`src/rtl/entropy_encode_ac_run_stream.sv`:
```
// entropy_encode_ac_run_stream
// Counts zero runs over a slice-ordered stream of quantised AC coefficients and,
// on each nonzero coefficient, emits the adaptive Rice/exp-Golomb run codeword
// chosen by the previous run. The codeword is right-aligned; leading zeros are
// implied by cw_len.
//
// Ports:
//   clk, reset_n                  clock, synchronous active-low reset
//   in_valid/in_ready             coefficient beat handshake
//   in_coeff                      coefficient (only zero/nonzero matters)
//   in_slice_first/in_slice_last  slice boundary markers for the beat
//   cw_valid/cw_ready             codeword handshake
//   cw_bits, cw_len, cw_mask      right-aligned codeword, its length, low-len mask
//   err_run_ovf                   sticky flag, a run counter saturated
module entropy_encode_ac_run_stream #(
    parameter int unsigned COEFF_WIDTH = 20,
    parameter int unsigned RUN_WIDTH   = 12,
    parameter int unsigned CW_WIDTH    = 32
) (
    input  logic                   clk,
    input  logic                   reset_n,
    input  logic                   in_valid,
    output logic                   in_ready,
    input  logic [COEFF_WIDTH-1:0] in_coeff,
    input  logic                   in_slice_first,
    input  logic                   in_slice_last,
    output logic                   cw_valid,
    input  logic                   cw_ready,
    output logic [CW_WIDTH-1:0]    cw_bits,
    output logic [5:0]             cw_len,
    output logic [CW_WIDTH-1:0]    cw_mask,
    output logic                   err_run_ovf
);

    localparam int unsigned VW = RUN_WIDTH + 2;
    localparam int unsigned LW = 6;
    localparam logic [RUN_WIDTH-1:0] RUN_MAX   = '1;
    localparam logic [RUN_WIDTH-1:0] PREV_INIT = RUN_WIDTH'(4);

    logic [RUN_WIDTH-1:0] run_q, prev_run_q;
    logic                 ovf_q;

    logic                 s1_valid_q;
    logic                 s1_eg_q;
    logic [1:0]           s1_k_q;
    logic [VW-1:0]        s1_n_q;
    logic [1:0]           s1_esc_q;

    logic                 cw_valid_q;
    logic [CW_WIDTH-1:0]  cw_bits_q, cw_mask_q;
    logic [LW-1:0]        cw_len_q;

    // Handshake: stage 2 frees when empty or drained; stage 1 follows it.
    logic s2_load, s1_adv, accept, nz;
    assign s2_load  = !cw_valid_q || cw_ready;
    assign s1_adv   = s2_load || !s1_valid_q;
    assign in_ready = s1_adv;
    assign accept   = in_valid && in_ready;
    assign nz       = |in_coeff;

    // A slice-first beat codes against the slice-start state.
    logic [RUN_WIDTH-1:0] r_eff, p_eff;
    logic [VW-1:0]        r_ext, p_ext;
    assign r_eff = in_slice_first ? '0 : run_q;
    assign p_eff = in_slice_first ? PREV_INIT : prev_run_q;
    assign r_ext = VW'(r_eff);
    assign p_ext = VW'(p_eff);

    // Code class selection from the previous run.
    logic          cls_eg_d;
    logic [1:0]    cls_k_d, cls_esc_d;
    logic [VW-1:0] cls_n_d;

    always_comb begin
        cls_eg_d  = 1'b1;
        cls_k_d   = 2'd0;
        cls_n_d   = r_ext;
        cls_esc_d = 2'd0;
        if (p_ext < VW'(2)) begin
            if (r_ext < VW'(3)) begin
                cls_eg_d = 1'b0;
            end else begin
                cls_k_d   = 2'd1;
                cls_n_d   = r_ext - VW'(3);
                cls_esc_d = 2'd3;
            end
        end else if (p_ext < VW'(4)) begin
            if (r_ext < VW'(2)) begin
                cls_eg_d = 1'b0;
            end else begin
                cls_k_d   = 2'd1;
                cls_n_d   = r_ext - VW'(2);
                cls_esc_d = 2'd2;
            end
        end else if (p_ext == VW'(4)) begin
            cls_k_d = 2'd0;
        end else if (p_ext < VW'(9)) begin
            if (r_ext < VW'(4)) begin
                cls_eg_d = 1'b0;
                cls_k_d  = 2'd1;
            end else begin
                cls_k_d   = 2'd2;
                cls_n_d   = r_ext - VW'(4);
                cls_esc_d = 2'd2;
            end
        end else if (p_ext < VW'(15)) begin
            cls_k_d = 2'd1;
        end else begin
            cls_k_d = 2'd2;
        end
    end

    // Codeword formation from the registered class.
    logic [VW-1:0]       v_c;
    logic [LW-1:0]       lg_c, q_c, cw_len_d;
    logic [CW_WIDTH-1:0] cw_bits_d, cw_mask_d;

    always_comb begin
        v_c  = s1_n_q + (VW'(1) << s1_k_q);
        lg_c = '0;
        for (int i = 0; i < int'(VW); i++) begin
            if (v_c[i]) lg_c = LW'(i);
        end
        if (s1_eg_q) begin
            q_c       = lg_c - LW'(s1_k_q);
            cw_bits_d = CW_WIDTH'(v_c);
            cw_len_d  = (q_c << 1) + LW'(s1_k_q) + LW'(1) + LW'(s1_esc_q);
        end else begin
            q_c       = LW'(s1_n_q >> s1_k_q);
            cw_bits_d = CW_WIDTH'((VW'(1) << s1_k_q) |
                                  (s1_n_q & ((VW'(1) << s1_k_q) - VW'(1))));
            cw_len_d  = q_c + LW'(1) + LW'(s1_k_q);
        end
        cw_mask_d = '0;
        for (int i = 0; i < int'(CW_WIDTH); i++) begin
            cw_mask_d[i] = (LW'(i) < cw_len_d);
        end
    end

    // Run state, stage 1 and stage 2 registers.
    always_ff @(posedge clk) begin
        if (!reset_n) begin
            run_q      <= '0;
            prev_run_q <= PREV_INIT;
            ovf_q      <= 1'b0;
            s1_valid_q <= 1'b0;
            s1_eg_q    <= 1'b0;
            s1_k_q     <= '0;
            s1_n_q     <= '0;
            s1_esc_q   <= '0;
            cw_valid_q <= 1'b0;
            cw_bits_q  <= '0;
            cw_len_q   <= '0;
            cw_mask_q  <= '0;
        end else begin
            if (accept) begin
                if (nz) begin
                    run_q      <= '0;
                    prev_run_q <= r_eff;
                end else begin
                    prev_run_q <= p_eff;
                    if (in_slice_last) begin
                        run_q <= '0;
                    end else if (r_eff == RUN_MAX) begin
                        run_q <= RUN_MAX;
                        ovf_q <= 1'b1;
                    end else begin
                        run_q <= r_eff + RUN_WIDTH'(1);
                    end
                end
            end
            if (s1_adv) begin
                s1_valid_q <= accept && nz;
                if (accept && nz) begin
                    s1_eg_q  <= cls_eg_d;
                    s1_k_q   <= cls_k_d;
                    s1_n_q   <= cls_n_d;
                    s1_esc_q <= cls_esc_d;
                end
            end
            if (s2_load) begin
                cw_valid_q <= s1_valid_q;
                if (s1_valid_q) begin
                    cw_bits_q <= cw_bits_d;
                    cw_len_q  <= cw_len_d;
                    cw_mask_q <= cw_mask_d;
                end
            end
        end
    end

    assign cw_valid    = cw_valid_q;
    assign cw_bits     = cw_bits_q;
    assign cw_len      = cw_len_q;
    assign cw_mask     = cw_mask_q;
    assign err_run_ovf = ovf_q;

endmodule

```
`config.mk`:
```
export PLATFORM = sky130hd
export DESIGN_NAME = entropy_encode_ac_run_stream
export DESIGN_NICKNAME = d
export VERILOG_FILES = /design/src/rtl/entropy_encode_ac_run_stream.sv
export SDC_FILE = /design/constraint.sdc
export NUM_CORES = 1
export LEC_CHECK = 0
export CORE_MARGIN = 8
export CORE_UTILIZATION = 34
export CTS_BUF_LIST = sky130_fd_sc_hd__clkbuf_2
export CTS_CLUSTER_DIAMETER = 40
export DETAILED_ROUTE_END_ITERATION = 8
export PLACE_DENSITY = 0.63
export SLEW_MARGIN = 0
export SYNTH_ARGS = -nofsm -noshare
export SYNTH_HDL_FRONTEND = slang
export SYNTH_SLANG_ARGS = --single-unit
```
`constraint.sdc`:
```
create_clock -name clk -period 10.4 [get_ports clk]
set_input_delay 2.6 -clock clk [delete_from_list [all_inputs] [get_ports clk]]
set_output_delay 2.6 -clock clk [all_outputs]
set_load 0.05 [all_outputs]
```
==> results.md <==
- CP cell instances: clkdlybuf4s50_1 -> nor2b_1 -> nand2_1 -> clkdlybuf4s50_1
- Finish-stage setup viols: 0
- DRT Wirelength: 17500 µm
- Vias/cell: 5.42
- CP bufs+invs: 2
- Vias in the first global route: 5486
- Met3 Wirelength: 1000 µm
- Post-synth EDFFs: 0
- Cell area power density: 111 nW/µm²
- Top Ports: 99
- Tcrit/Tclk final: 64.0%
- Share of cells above drive strength 1: 8.40%
- DR WL met2: 7980 µm
- CP Launch Type: input port
- Postcts setup bufs: 0
- Fin area: 7240 µm²
- Prevailing post-synth register cell: dfxtp_1
- Via count: 5697
- Layout Cells excl Fill: 1051
- # H-tree levels: 3
- Worst Path Arrival: 4.06 ns
- Largest area contributor in the netlist: dfxtp_1
- Crit. End Element: primary output
- Hold buffers post-CTS: 0
- Ys Warns: 0
- Run status: finished, final reports clean
- Cts repair resizes: 0
- Port bufs: 80
- CTS Buffer Depth: 2
- Hold_ws: 0.473 ns
- Period minus WS final: 6.66 ns
- Crit path max-delay family: buffers and inverters
- Root Buffer: clkbuf_2
- Skew final: 0.0593 ns
- Final TNS setup: 0 ns
- Cell Area, Synth: 6270 µm²
- Placement-stage cell area: 7100 µm²
- Hold Vio Cnt, Final: 0
- Worst path max stage delay: 0.82 ns
- HPWL Detailed: 12800 µm
- Hold Crit Class: reg2reg
- Top post-synthesis cells by area: dfxtp_1 31%, nand2_1 4.9%, a21oi_1 3.8%, ha_1 3.6%, o21ai_0 3.6%
- Crit Path Max Fanout: 4
- CP required: 7.80 ns
- Most frequent CP cell: clkdlybuf4s50_1
- Num Clock Sinks: 96
- Worst-Margin Slew: 1.06 ns
- RSZ-0062 raised after global routing: false
- Total GRT Usage: 14.9%
- Placed cells: 1034
- Share of the synthesized area in the top cell type: 30.6%
- Fillers: 1863
- Initial DRC Count: 342
- Maximum VDD drop: 67.7 µV
- CTS Buf Count: 9
- Site row count: 49
- Congestion Overflow GR: 0
- Initial Util: 34.8%
- Ys async rst share: 0%
- Clock transition at the registers of the reported paths: 0.28 ns
- Antenna violations before repair: 1
- Max stage delay cell, worst path: clkdlybuf4s50_1
- DR pass1 iterations: 4
- F_max: 150 MHz
- Max_cap viols: 0
- Sequential share of the synthesized area: 30.6%
- Yosys reg bits: 96
- Mapped Avg Cell Area: 8.10 µm²
- Drt wl/cell: 16.6 µm
- Post-route DRC: 0
- Die Width: 152 µm
- Area of the core: 18000 µm²
- Leakage power: 2.69 nW
- Met1 WL: 8210 µm
- Die area: 23000 µm²
- Slew HR: 27.3%
- Max layer used: met4
- Worst-Skew Late Latency: 0.65 ns
- Nets: 864
- WS Path Type: in2out
- Die Ht: 152 µm
- Pin count of the biggest net entering global routing: 98
- Antenna Violating Nets Remaining: 0
- Count of final max-slew check failures: 0
- Synth unique cells: 86
- First-pass GRT wire length: 29100 µm
- Area growth from synthesis to layout: 15.4%
- GP Congestion: 0.905
- CTS tree: built
- Synthesized instance count: 774
## cells in the final DEF (no fill, tap or decap), types with 13 or more instances in the layout
cell type	n
dfxtp_1	96
nand2_1	82
clkdlybuf4s50_1	79
a21oi_1	48
o21ai_0	45
nor2_1	39
nor2b_1	34
inv_1	29
and2_1	23
nand3_1	18
ha_1	18
conb_1	18
xnor2_1	17
a22oi_1	17
o21a_1	14
a21boi_0	13
nor4_1	13
o221a_2	13
## routing by layer
layer,track usage [%],vias to the layer above
met3,4.21,18
li1,-,2852
met1,19.6,2645
met4,3.68,0
met2,23.5,182
met5,0,-
## cell usage after synthesis (7+ instances only)
cell and n:
a31oi_1 10, o221a_2 13, o211ai_1 10, nand2_1 82, nor3_1 10, or3_1 7, ha_1 18, clkbuf_1 39
dfxtp_1 96, nand2b_1 12, nand4_1 11, inv_1 29, buf_4 19, o21ai_0 45, nor2_1 39, and2_1 23
o211a_1 8, a21oi_1 48, nor2b_1 34, a22oi_1 17, xnor2_1 17, nand3_1 18, o31ai_1 12, buf_2 9
o21a_1 14, nor4_1 13, a21boi_0 13
## worst reg2reg max path: cells and delay by family, from the launching register on
kind | cells | cell delay, ns
and+or+nand+nor | 5 | 1.16
AOI/OAI and AO/OA | 10 | 1.99
adders and majority gates | 5 | 1.69
buffers and inverters | 2 | 0.27
xor gates and xnor gates | 2 | 0.43
DFF | 1 | 0.74
## cells by family after synthesis
family / Yosys count / synth area share, %
AOI/OAI and AO/OA: 240 / 28.0
xor gates and xnor gates: 20 / 2.79
adders and majority gates: 22 / 4.87
buffers and inverters: 102 / 7.58
DFF: 96 / 30.6
muxes: 13 / 2.75
other: 1 / 0.0598
and+or+nand+nor: 280 / 23.3
## metrics by stage
| stage | setup WS, ns | total power, W | util [%] |
|---|---|---|---|
| 3_3_place_gp | 3.75 | 0.000594 | 39.4 |
| 4_1_cts | 3.74 | 0.000810 | 40.1 |
| 6_report | 3.74 | 0.000801 | 40.2 |
| 2_1_floorplan | 4.74 | 0.000543 | - |
| 3_5_place_dp | 3.75 | 0.000595 | 39.4 |
| 5_1_grt | 3.29 | 0.000844 | 40.2 |
## path summary, 6_finish.rpt
kind | depth (start not counted) | to | slack (ns) | start
hold / removal | 2 | cw_mask[23] | 0.47 | cw_mask[23]
setup reg to reg | 24 | cw_mask[28] | 4.08 | s1_k_q[0]
hold reg to reg | 2 | cw_mask[23] | 0.47 | cw_mask[23]
setup / recovery | 4 | in_ready | 3.74 | cw_ready
## power by group
part / internal, W / switching (W) / total, W
Sequential: 0.000383 / 0.0000125 / 0.000396
Combinational: 0.0000652 / 0.000127 / 0.000192
Clock: 0.0000638 / 0.000149 / 0.000213
Total: 0.000512 / 0.000289 / 0.000801
## layout make-up
type	count	area (µm²)	area share (%)
antenna	1	2.50	0.0346
clock buffer	9	45.0	0.622
clock inverter	7	95.1	1.31
inverter	31	116	1.61
multi-input combinational	593	3940	54.4
sequential	96	1920	26.5
tap	229	287	3.96
timing repair buffer	85	833	11.5
## registers in the layout, indices dropped and copies added (netlist names), 2 cells and up
name / flops
cw_bits: 14
cw_len: 5
run_q: 12
s1_n_q: 13
cw_mask: 32
s1_esc_q: 2
prev_run_q: 12
s1_k_q: 2
Note: power is estimated with default switching activity, not from simulation.
